**config.mk**
```make
export PLATFORM = sky130hd
export DESIGN_NAME = rd_serial_capture_flat
export DESIGN_NICKNAME = d
export VERILOG_FILES = /design/src/rtl/rd_serial_capture_if.sv /design/src/rtl/rd_serial_capture.sv /design/src/flat_wrapper.sv
export SDC_FILE = /design/constraint.sdc
export NUM_CORES = 1
export LEC_CHECK = 0
export CAP_MARGIN = 10
export CORE_AREA = 2 2 117 119
export DETAILED_ROUTE_END_ITERATION = 16
export DIE_AREA = 0 0 119 121
export PLACE_DENSITY = 0.81
export SYNTH_ARGS = -nofsm -noshare
export SYNTH_HDL_FRONTEND = slang
export SYNTH_SLANG_ARGS = --single-unit
```
**constraint.sdc**
```tcl
create_clock -name SERIAL_CLK_IN -period 2.6 [get_ports SERIAL_CLK_IN]
set_clock_uncertainty 0.15 [all_clocks]
set_input_delay 0.39 -clock SERIAL_CLK_IN [delete_from_list [all_inputs] [get_ports SERIAL_CLK_IN]]
set_output_delay 0.39 -clock SERIAL_CLK_IN [all_outputs]
set_load 0.1 [all_outputs]
```
**src/rtl/rd_serial_capture_if.sv**
```systemverilog
// Port bundle for rd_serial_capture: RD serial lanes, trigger-module handshake,
// AXI control/status and the buffer-RAM write side.
interface rd_serial_capture_if #(
  parameter int N_CHAN = 2
);
  logic [N_CHAN-1:0] SERIAL_DATA_IN;
  logic              ENABLE_XFR_IN;
  logic              TRIG_IN;
  logic [1:0]        BUF_WNUM;
  logic [1:0]        BUF_RNUM;
  logic [31:0]       AXI_CONTROL;
  logic              AXI_CONTROL_WRITTEN;
  logic [31:0]       STATUS;
  logic [31:0]       DATA_ADDR;
  logic [31:0]       DATA_TO_MEM;
  logic              ENABLE_MEM_WRT;
  logic              TRIG_OUT;

  modport master (
    output SERIAL_DATA_IN, ENABLE_XFR_IN, TRIG_IN, BUF_WNUM, BUF_RNUM,
           AXI_CONTROL, AXI_CONTROL_WRITTEN,
    input  STATUS, DATA_ADDR, DATA_TO_MEM, ENABLE_MEM_WRT, TRIG_OUT
  );

  modport slave (
    input  SERIAL_DATA_IN, ENABLE_XFR_IN, TRIG_IN, BUF_WNUM, BUF_RNUM,
           AXI_CONTROL, AXI_CONTROL_WRITTEN,
    output STATUS, DATA_ADDR, DATA_TO_MEM, ENABLE_MEM_WRT, TRIG_OUT
  );
endinterface

```
**src/rtl/rd_serial_capture.sv**
```systemverilog
// N_CHAN-lane RD serial receiver: trigger -> armed -> transfer FSM, per-lane word capture and
// lane-by-lane drain into buffer RAM. Define RD_TIMEOUT_EN to abort an ARMED state after TIMEOUT cycles.
module rd_serial_capture #(
  parameter int N_CHAN       = 2,
  parameter int WORD_BITS    = 12,
  parameter int N_BUF        = 4,
  parameter int BUF_WORDS    = 2048,
  parameter int TRIG_OUT_LEN = 4,
  parameter int TIMEOUT      = 4096
) (
  input  logic               SERIAL_CLK_IN,
  input  logic               RST,
  rd_serial_capture_if.slave bus
);
  localparam int WPB    = BUF_WORDS / N_CHAN;
  localparam int IDX_W  = $clog2(BUF_WORDS);
  localparam int BIT_W  = $clog2(WORD_BITS + 1);
  localparam int WIDX_W = $clog2(WPB + 1);
  localparam int LANE_W = (N_CHAN > 1) ? $clog2(N_CHAN) : 1;
  localparam int TOL_W  = $clog2(TRIG_OUT_LEN + 1);
  localparam logic [3:0] BUF_MASK = 4'((1 << N_BUF) - 1);

  typedef enum logic [2:0] {IDLE = 3'd0, ARMED = 3'd1, XFER = 3'd2} state_t;

  // Reset asserts immediately, releases two clocks later.
  logic [1:0] rst_sync;
  logic       rst_i;
  always_ff @(posedge SERIAL_CLK_IN or posedge RST) begin
    if (RST) rst_sync <= 2'b11;
    else     rst_sync <= {rst_sync[0], 1'b0};
  end
  assign rst_i = rst_sync[1];

  logic [2:0] trig_sync, wr_sync;
  logic       en_q;
  logic       trig_rise, rel_rise, en_rise;
  always_ff @(posedge SERIAL_CLK_IN or posedge rst_i) begin
    if (rst_i) begin
      trig_sync <= '0;
      wr_sync   <= '0;
      en_q      <= 1'b0;
    end else begin
      trig_sync <= {trig_sync[1:0], bus.TRIG_IN};
      wr_sync   <= {wr_sync[1:0], bus.AXI_CONTROL_WRITTEN};
      en_q      <= bus.ENABLE_XFR_IN;
    end
  end
  assign trig_rise = trig_sync[1] & ~trig_sync[2];
  assign rel_rise  = wr_sync[1] & ~wr_sync[2];
  assign en_rise   = bus.ENABLE_XFR_IN & ~en_q;

  state_t state_q, state_d;
  logic   arm, xfer_start, xfer_end;
`ifdef RD_TIMEOUT_EN
  localparam int TMO_W = $clog2(TIMEOUT);
  logic [TMO_W-1:0] tmo_cnt;
  logic             tmo_expired, tmo_hit;
  assign tmo_expired = (tmo_cnt == TMO_W'(TIMEOUT - 1));
  always_ff @(posedge SERIAL_CLK_IN or posedge rst_i) begin
    if (rst_i)                 tmo_cnt <= '0;
    else if (state_q != ARMED) tmo_cnt <= '0;
    else                       tmo_cnt <= tmo_cnt + 1'b1;
  end
`endif

  always_ff @(posedge SERIAL_CLK_IN or posedge rst_i) begin
    if (rst_i) state_q <= IDLE;
    else       state_q <= state_d;
  end

  always_comb begin
    state_d    = state_q;
    arm        = 1'b0;
    xfer_start = 1'b0;
    xfer_end   = 1'b0;
`ifdef RD_TIMEOUT_EN
    tmo_hit    = 1'b0;
`endif
    unique case (state_q)
      IDLE: begin
        if (trig_rise) begin
          state_d = ARMED;
          arm     = 1'b1;
        end
      end
      ARMED: begin
        if (en_rise) begin
          state_d    = XFER;
          xfer_start = 1'b1;
        end
`ifdef RD_TIMEOUT_EN
        else if (tmo_expired) begin
          state_d = IDLE;
          tmo_hit = 1'b1;
        end
`endif
      end
      XFER: begin
        if (!bus.ENABLE_XFR_IN) begin
          state_d  = IDLE;
          xfer_end = 1'b1;
        end
      end
      default: state_d = IDLE;
    endcase
  end

  logic [BIT_W-1:0]  bit_cnt;
  logic [WIDX_W-1:0] word_idx;
  logic              shift_en, capture, room;
  assign shift_en = (state_q == XFER) && bus.ENABLE_XFR_IN;
  assign capture  = shift_en && (bit_cnt == BIT_W'(WORD_BITS));
  assign room     = (word_idx < WIDX_W'(WPB));

  always_ff @(posedge SERIAL_CLK_IN or posedge rst_i) begin
    if (rst_i) begin
      bit_cnt  <= '0;
      word_idx <= '0;
    end else if (xfer_start) begin
      bit_cnt  <= '0;
      word_idx <= '0;
    end else if (capture) begin
      bit_cnt <= '0;
      if (room) word_idx <= word_idx + 1'b1;
    end else if (shift_en) begin
      bit_cnt <= bit_cnt + 1'b1;
    end
  end

  // Stage p0: per-lane shift and running parity.
  logic [WORD_BITS-1:0] sh_p0 [N_CHAN];
  logic [N_CHAN-1:0]    par_p0;
  logic [N_CHAN-1:0]    perr_lane;
  logic [WORD_BITS:0]   hold_p1 [N_CHAN];
  logic [IDX_W-1:0]     base_p1;
  logic [1:0]           buf_p1;
  logic [1:0]           lbuf_q;

  always_comb begin
    perr_lane = '0;
    for (int l = 0; l < N_CHAN; l++)
      perr_lane[l] = ~(par_p0[l] ^ bus.SERIAL_DATA_IN[l]);
  end

  always_ff @(posedge SERIAL_CLK_IN) begin
    for (int l = 0; l < N_CHAN; l++) begin
      if (shift_en) sh_p0[l] <= {sh_p0[l][WORD_BITS-2:0], bus.SERIAL_DATA_IN[l]};
      if (xfer_start || capture) par_p0[l] <= 1'b0;
      else if (shift_en)         par_p0[l] <= par_p0[l] ^ bus.SERIAL_DATA_IN[l];
      if (capture) hold_p1[l] <= {sh_p0[l], bus.SERIAL_DATA_IN[l]};
    end
    if (capture) begin
      base_p1 <= IDX_W'(word_idx * N_CHAN);
      buf_p1  <= lbuf_q;
    end
  end

  // Stage p1: drain holding registers one lane per cycle.
  logic              vld_p1;
  logic [LANE_W-1:0] lane_p1;
  always_ff @(posedge SERIAL_CLK_IN or posedge rst_i) begin
    if (rst_i) begin
      vld_p1  <= 1'b0;
      lane_p1 <= '0;
    end else if (capture && room) begin
      vld_p1  <= 1'b1;
      lane_p1 <= '0;
    end else if (vld_p1) begin
      if (lane_p1 == LANE_W'(N_CHAN - 1)) vld_p1 <= 1'b0;
      else                                lane_p1 <= lane_p1 + 1'b1;
    end
  end

  // Stage p2: registered memory write port.
  logic        vld_p2;
  logic [31:0] addr_p2, data_p2;
  always_ff @(posedge SERIAL_CLK_IN or posedge rst_i) begin
    if (rst_i) begin
      vld_p2  <= 1'b0;
      addr_p2 <= '0;
      data_p2 <= '0;
    end else begin
      vld_p2 <= vld_p1;
      if (vld_p1) begin
        addr_p2 <= (32'(buf_p1) << (IDX_W + 2)) | (32'(base_p1 + IDX_W'(lane_p1)) << 2);
        data_p2 <= (32'(lane_p1) << 24) | 32'(hold_p1[lane_p1]);
      end
    end
  end

  logic [3:0]       full_q, busy_q, perr_q, ovfl_q, tmo_q;
  logic [1:0]       rnum_q;
  logic [3:0]       lbuf_oh, wbuf_oh, rel_oh;
  logic [TOL_W-1:0] trig_cnt;
  assign lbuf_oh = 4'b0001 << lbuf_q;
  assign wbuf_oh = 4'b0001 << bus.BUF_WNUM;
  assign rel_oh  = rel_rise ? (4'b0001 << bus.AXI_CONTROL[1:0]) : 4'b0000;

  // A release and a completion on the same buffer in one cycle leave it full.
  always_ff @(posedge SERIAL_CLK_IN or posedge rst_i) begin
    if (rst_i) begin
      full_q   <= '0;
      busy_q   <= '0;
      perr_q   <= '0;
      ovfl_q   <= '0;
      lbuf_q   <= '0;
      rnum_q   <= '0;
      trig_cnt <= '0;
    end else begin
      rnum_q <= bus.BUF_RNUM;
      full_q <= ((full_q & ~rel_oh) | (xfer_end ? lbuf_oh : 4'b0000)) & BUF_MASK;
      if (xfer_start)    busy_q <= (busy_q | lbuf_oh) & BUF_MASK;
      else if (xfer_end) busy_q <= busy_q & ~lbuf_oh;
      if (arm) begin
        lbuf_q <= bus.BUF_WNUM;
        perr_q <= perr_q & ~wbuf_oh;
        ovfl_q <= ovfl_q & ~wbuf_oh;
      end else begin
        if (capture && (|perr_lane)) perr_q <= (perr_q | lbuf_oh) & BUF_MASK;
        if (capture && !room)        ovfl_q <= (ovfl_q | lbuf_oh) & BUF_MASK;
      end
      if (arm)                trig_cnt <= TOL_W'(TRIG_OUT_LEN);
      else if (trig_cnt != 0) trig_cnt <= trig_cnt - 1'b1;
    end
  end

`ifdef RD_TIMEOUT_EN
  always_ff @(posedge SERIAL_CLK_IN or posedge rst_i) begin
    if (rst_i)        tmo_q <= '0;
    else if (arm)     tmo_q <= tmo_q & ~wbuf_oh;
    else if (tmo_hit) tmo_q <= (tmo_q | lbuf_oh) & BUF_MASK;
  end
`else
  assign tmo_q = 4'b0000;
`endif

  logic unused_bits;
  assign unused_bits = ^{bus.AXI_CONTROL[31:2], 1'(TIMEOUT)};

  assign bus.STATUS = {5'b0, state_q, rnum_q, lbuf_q, tmo_q, ovfl_q, perr_q, busy_q, full_q};
  assign bus.DATA_ADDR      = addr_p2;
  assign bus.DATA_TO_MEM    = data_p2;
  assign bus.ENABLE_MEM_WRT = vld_p2;
  assign bus.TRIG_OUT       = (trig_cnt != 0);
endmodule

```
**src/flat_wrapper.sv**
```systemverilog
// flat-port wrapper written by rule: the top's interface ports become plain ports
module rd_serial_capture_flat 
#(
  parameter int N_CHAN       = 2,
  parameter int WORD_BITS    = 12,
  parameter int N_BUF        = 4,
  parameter int BUF_WORDS    = 2048,
  parameter int TRIG_OUT_LEN = 4,
  parameter int TIMEOUT      = 4096
)
  (SERIAL_CLK_IN, RST, bus_SERIAL_DATA_IN, bus_ENABLE_XFR_IN, bus_TRIG_IN, bus_BUF_WNUM, bus_BUF_RNUM, bus_AXI_CONTROL, bus_AXI_CONTROL_WRITTEN, bus_STATUS, bus_DATA_ADDR, bus_DATA_TO_MEM, bus_ENABLE_MEM_WRT, bus_TRIG_OUT);
  rd_serial_capture_if #(.N_CHAN(N_CHAN)) bus_i ();
  input  logic SERIAL_CLK_IN;
  input  logic RST;
  input wire logic [$bits(bus_i.SERIAL_DATA_IN)-1:0] bus_SERIAL_DATA_IN;
  input wire logic [$bits(bus_i.ENABLE_XFR_IN)-1:0] bus_ENABLE_XFR_IN;
  input wire logic [$bits(bus_i.TRIG_IN)-1:0] bus_TRIG_IN;
  input wire logic [$bits(bus_i.BUF_WNUM)-1:0] bus_BUF_WNUM;
  input wire logic [$bits(bus_i.BUF_RNUM)-1:0] bus_BUF_RNUM;
  input wire logic [$bits(bus_i.AXI_CONTROL)-1:0] bus_AXI_CONTROL;
  input wire logic [$bits(bus_i.AXI_CONTROL_WRITTEN)-1:0] bus_AXI_CONTROL_WRITTEN;
  output wire logic [$bits(bus_i.STATUS)-1:0] bus_STATUS;
  output wire logic [$bits(bus_i.DATA_ADDR)-1:0] bus_DATA_ADDR;
  output wire logic [$bits(bus_i.DATA_TO_MEM)-1:0] bus_DATA_TO_MEM;
  output wire logic [$bits(bus_i.ENABLE_MEM_WRT)-1:0] bus_ENABLE_MEM_WRT;
  output wire logic [$bits(bus_i.TRIG_OUT)-1:0] bus_TRIG_OUT;
  assign bus_i.SERIAL_DATA_IN = bus_SERIAL_DATA_IN;
  assign bus_i.ENABLE_XFR_IN = bus_ENABLE_XFR_IN;
  assign bus_i.TRIG_IN = bus_TRIG_IN;
  assign bus_i.BUF_WNUM = bus_BUF_WNUM;
  assign bus_i.BUF_RNUM = bus_BUF_RNUM;
  assign bus_i.AXI_CONTROL = bus_AXI_CONTROL;
  assign bus_i.AXI_CONTROL_WRITTEN = bus_AXI_CONTROL_WRITTEN;
  assign bus_STATUS = bus_i.STATUS;
  assign bus_DATA_ADDR = bus_i.DATA_ADDR;
  assign bus_DATA_TO_MEM = bus_i.DATA_TO_MEM;
  assign bus_ENABLE_MEM_WRT = bus_i.ENABLE_MEM_WRT;
  assign bus_TRIG_OUT = bus_i.TRIG_OUT;
  rd_serial_capture #(.N_CHAN(N_CHAN), .WORD_BITS(WORD_BITS), .N_BUF(N_BUF), .BUF_WORDS(BUF_WORDS), .TRIG_OUT_LEN(TRIG_OUT_LEN), .TIMEOUT(TIMEOUT)) u_core (.SERIAL_CLK_IN(SERIAL_CLK_IN), .RST(RST), .bus(bus_i));
endmodule
```
; ---- After elaboration in Yosys (flattened, before gate mapping)
; Memory sizes are Yosys's and may differ from the RTL's.
; Index checks and enable logic that the tools add are counted.
[word_totals]
ff_bits = 131
ramBits = 50
in_bits = 43
output_inout_bits = 98
wordCells = 118
n_memories = 2
[classes]
add_sub_neg = 5
magnitude_cmp = 1
eq_ne = 6
shift = 3
muxes = 36
bitwise_logic = 23
n_reduce_logical = 20
[memory_table]
columns = name, words, word_bits, read_ports, rd_clocked_by_memory_dff, write_ports, line_no
row1 = u_core.hold_p1, 2, 13, 1, 0, 2, rd_serial_capture.sv:134  ; logic [WORD_BITS:0] hold_p1 [N_CHAN];
row2 = u_core.sh_p0, 2, 12, 2, 0, 2, rd_serial_capture.sv:131  ; logic [WORD_BITS-1:0] sh_p0 [N_CHAN];
[op_table]
columns = cell, n
row1 = $mux 4, 11
row2 = $mux 11, 3
row3 = $or 15x32->32, 1
row4 = $or 25x13->25, 1
row5 = $and 4x4->4, 4
row6 = $mux 1, 16
row7 = $or 4x4->4, 4
row8 = $mux 3, 5
row9 = $reduce_bool 2->1, 7
row10 = $add 11x1->12, 1
row11 = $not 4->4, 3
row12 = $shl 1x2->4 const A, 3
row13 = $add 11x1->11 const B, 1
row14 = $lt 11x11->1 const B, 1
row15 = $pmux 3 s3, 1
row16 = $reduce_bool 3->1, 2
row17 = $logic_and 1x1->1, 5
row18 = $not 1->1, 5
row19 = $add 4x1->4 const B, 1
row20 = $eq 4x4->1 const B, 1
row21 = $ne 2x1->1 const B, 2
row22 = $and 1x1->1, 3
row23 = $eq 3x1->1 const B, 1
row24 = $eq 3x2->1 const B, 1
row25 = 10 further kinds, 11

; ---- Depth between registers and ports, before layout
[logic_depth]
depth_word = 6
mapped_depth = 6
depth_no_buf = 6

; ---- Least setup slack after synthesis
; No wires, ideal clock.
[synth_timing]
path_type = flip-flop to flip-flop
startpoint = reg u_core.state_q[1]
endpoint = reg u_core.ovfl_q[3]
setup_time_ns = 0.084
t_arrival_ns = 2.474
t_required_ns = 2.366
path_slack_ns = -0.108
stages_incl_launch_ff = 5
n_path_buf = 0
period_less_slack_ns = 2.708
cell_sequence = dfrtp_1 -> nand3b_4 -> nor2_4 -> a41oi_1 -> a31oi_1
[synth_between]
elab_chain_len = 5
word_cells_on_any_way = 8
cone_classes = 1 x eq/ne / 2 x mux / 5 x reduce/logical
[synth_rtl]
columns = item, line_no
row1 = "start, declared", rd_serial_capture.sv:52  ; state_t state_q, state_d;
row2 = "start signal, assigned", rd_serial_capture.sv:68  ; else state_q <= state_d;
row3 = $eq 3x2->1, rd_serial_capture.sv:111  ; assign shift_en = (state_q == XFER) && bus.ENABLE_XFR_IN;
row4 = $logic_and 1x1->1, rd_serial_capture.sv:111
row5 = $logic_and 1x1->1, rd_serial_capture.sv:112  ; assign capture = shift_en && (bit_cnt == BIT_W'(WORD_BITS));
row6 = named net u_core.capture, rd_serial_capture.sv:110  ; logic shift_en, capture, room;
row7 = $logic_and 1x1->1, rd_serial_capture.sv:220  ; if (capture && !room) ovfl_q <= (ovfl_q | lbuf_oh) & BUF_MASK;
row8 = $reduce_bool 2->1 (no line), --
row9 = "end signal, assigned", rd_serial_capture.sv:217  ; ovfl_q <= ovfl_q & ~wbuf_oh;
row10 = "end signal, assigned", rd_serial_capture.sv:220
row11 = "end, declared", rd_serial_capture.sv:191  ; logic [3:0] full_q, busy_q, perr_q, ovfl_q, tmo_q;
; The timed path passes the listed nets, and every way through them passes these cells.
; A chain may end at the register's enable or synchronous reset.

; ---- Final worst setup path
[layout_timing]
startpoint = reg u_core.trig_cnt[0]
endpoint = out bus_TRIG_OUT
[layout_between]
elab_chain_len = 1
[layout_rtl]
columns = item, line_no
row1 = "start, declared", rd_serial_capture.sv:194  ; logic [TOL_W-1:0] trig_cnt;
row2 = "start signal, assigned", rd_serial_capture.sv:222  ; if (arm) trig_cnt <= TOL_W'(TRIG_OUT_LEN);
row3 = "start signal, assigned", rd_serial_capture.sv:223  ; else if (trig_cnt != 0) trig_cnt <= trig_cnt - 1'b1;
row4 = $reduce_bool 3->1, rd_serial_capture.sv:244  ; assign bus.TRIG_OUT = (trig_cnt != 0);
row5 = "end, declared", flat_wrapper.sv:26  ; output wire logic [$bits(bus_i.TRIG_OUT)-1:0] bus_TRIG_OUT;
; No other way between the ends.

==> results.toml <==
[status]
outcome = "complete, no violations"

[floorplanning]
die_w_um = 119
dieArea_um2 = 14400
core-area_um2 = 13100
rows = 42
die_h_um = 121
top_level_ports = 141
initial_utilization_pct = 43.2

[power_and_ir_drop]
p_leak_nw = 3.04
peakVddDrop_mv = 1.13
power-per-cell-area_nw_per_um2 = 977
finalPower_mw = 6.65

[routing]
drt_iter0_drc = 149
avgRoutedWirePerCell_um = 14.8
vias_per_cell = 4.84
drc = 0
first_pass_iters = 4
antenna_left = 0
num_vias = 3247
wl_um = 9900

[final_layout]
final_cell_mix = "75 x dfrtp_1, 62 x edfxtp_1, 57 x buf_4"
drive_gt1_share_pct = 24.4
fin_util_pct = 52.0
stdcell_area_um2 = 6800
area_delta_synth_final_pct = 20.2
num-fill-cells = 1083
fin_cells = 671
nets = 530
final-seq-area_um2 = 3860
antenna_cells = 0
layout_commonest_cell = "dfrtp_1"
multi_input_area_um2 = 1510

[clock_tree]
hold_buffers = 0
clock_latency_ps = 410
cts_sinks = 142
path_clk_slew_ps = 60
cts_setup_buffers = 0
cts_tree = "done"
cts_buffer_depth = 2
cts-root-buf = "clkbuf_16"
cts_resized = 0
htreeDepth = 4
cts_inserted_buffers = 17

[timing]
slew_violations = 0
fin_ws_ps = 518
rsz0062_at_grt = "false"
max_slew.worst_pin.slew_ps = 813
period_needed_ps = 2080
slew_headroom_pct = 45.8
period_share_pct = 80.1
tns_ps = 0
hold_viol_final = 0
hold-worst-slack_ps = 113
fmax_mhz = 480
final-setup-viol-count = 0

[placed_design]
place.port_buffers = 63
place_ws_ps = 311
gp_congestion = 0.794
placed_area_um2 = 6230
dp.cells = 639
hpwl_um = 6690

[logic_synthesis]
ys_seq_area_share_pct = 68.1
ys.flop_type = "dfrtp_1"
yosysTopAreaCell = "dfrtp_1"
synth_xor_area_share_pct = 2.17
synth_seq_cells = 142
ys_top_cells_by_area = "dfrtp_1 34%, edfxtp_1 33%, buf_4 6.5%, mux2i_1 2.7%, mux2_2 2.4%"
syn_area_um2 = 5660
synth-compound-area-share_pct = 5.09
synthAdderAreaFrac_pct = 1.11
yosys.area.top_type_share_pct = 33.6
async_flop_share_pct = 54.9
synth_warnings = 0
synth-edff-count = 62
ys_types = 49
synth_top_family_by_area = "simple AND/OR/NAND/NOR gates"
synth-simple-area-share_pct = 9.55
synthCells = 404
syn_area_per_cell_um2 = 14.0
synth.area.mux_share_pct = 5.64

[flow_run]
maxCapViolCount = 0

[critical_path]
crit_arrival_ps = 1540
cp-end-kind = "primary output"
cp_data_required_time_ps = 2060
r2r-start = "u_core.bit_cnt[0]"
critPathMaxFanout = 4
crit_start = "u_core.trig_cnt[0]"
worstSetupPathType = "reg -> out"
critPathLaunchType = "flip-flop"

[global_routing]
grt_usage_pct = 14.7
grt_pass1_wl_um = 16200
antenna_found_initial = 0
first_global_vias = 3288
grt-ovfl-total = 0
grt_max_degree = 31

[hold_path]
min_path_type = "reg -> async"
-- worst paths after layout --
path                                        to  slack, ps  depth (start not counted)
max in group asynchronous    u_core.state_q[1]       1420                          2
min in group SERIAL_CLK_IN  u_core.rst_sync[1]        210                          0
hold reg to reg               u_core.rnum_q[0]        110                          1
setup reg to reg             u_core.base_p1[5]        620                          5
hold / removal                u_core.rnum_q[0]        110                          1
setup / recovery                  bus_TRIG_OUT        520                          4
-- logic make-up (layout without fill, tap and decap cells) --
family                     count (synthesis)  in the layout
DFF                                      142            142
muxes                                     30             30
xor gates and xnor gates                  14             14
other                                      1             48
AOI/OAI and AO/OA                         43             43
adders and majority gates                  5              5
buffers and inverters                     72            116
and+or+nand+nor                           97             97
-- routing by layer --
| metal | wire (µm) | GRT usage (%) | vias up | share of wire (%) |
|---|---|---|---|---|
| met4 | 110 | 5.21 | 0 | 1.1 |
| met2 | 5130 | 24.6 | 112 | 52 |
| met5 | 0 | 0 | - | 0 |
| met1 | 4090 | 17.8 | 1634 | 41 |
| met3 | 571 | 4.89 | 13 | 5.8 |
| li1 | - | - | 1488 | - |
-- worst max-delay path, cell delays in order (launching register included) --
cell and delay (ps):
dfrtp_1 370, inv_1 70, ha_1 200, nand2b_1 160, buf_4 320
-- layout make-up --
class	instances	share of cell area [%]
Multi-Input combinational cell	237	22.2
Clock buffer	19	6.36
Clock inverter	13	2.08
Timing Repair Buffer	71	8.65
Inverter	13	0.717
Sequential cell	142	56.7
Tap cell	176	3.24
-- cell usage after synthesis, drive strengths merged, types with 4 or more instances --
cell     n
nor3     6
o21ai    5
xor2     4
nor4     5
nand3    7
nor2b    4
a22o     6
dfrtp   76
nand2b   4
mux2i   15
nor2    37
ha       5
edfxtp  62
a21oi   17
a31oi    4
nand2   24
clkbuf   5
buf     54
inv     13
xnor2   10
mux2    15
-- where the power goes --
group          switching (mW)  internal, mW  leakage, nW
combinational            1.29         0.319         1.19
clock                   0.900          1.41        0.264
sequential              0.195          2.53         1.59
total                    2.39          4.26         3.04
-- registers in the layout, indices dropped and copies added, names as in the netlist, 4 cells and up, named ones only --
register                cells
u_core.base_p1             10
u_core.bit_cnt              4
u_core.bus.DATA_ADDR       13
u_core.bus.DATA_TO_MEM     13
u_core.full_q               4
u_core.hold_p1             26
u_core.ovfl_q               4
u_core.perr_q               4
u_core.sh_p0               24
u_core.word_idx            11
Note: power is estimated with default switching activity, not from simulation.
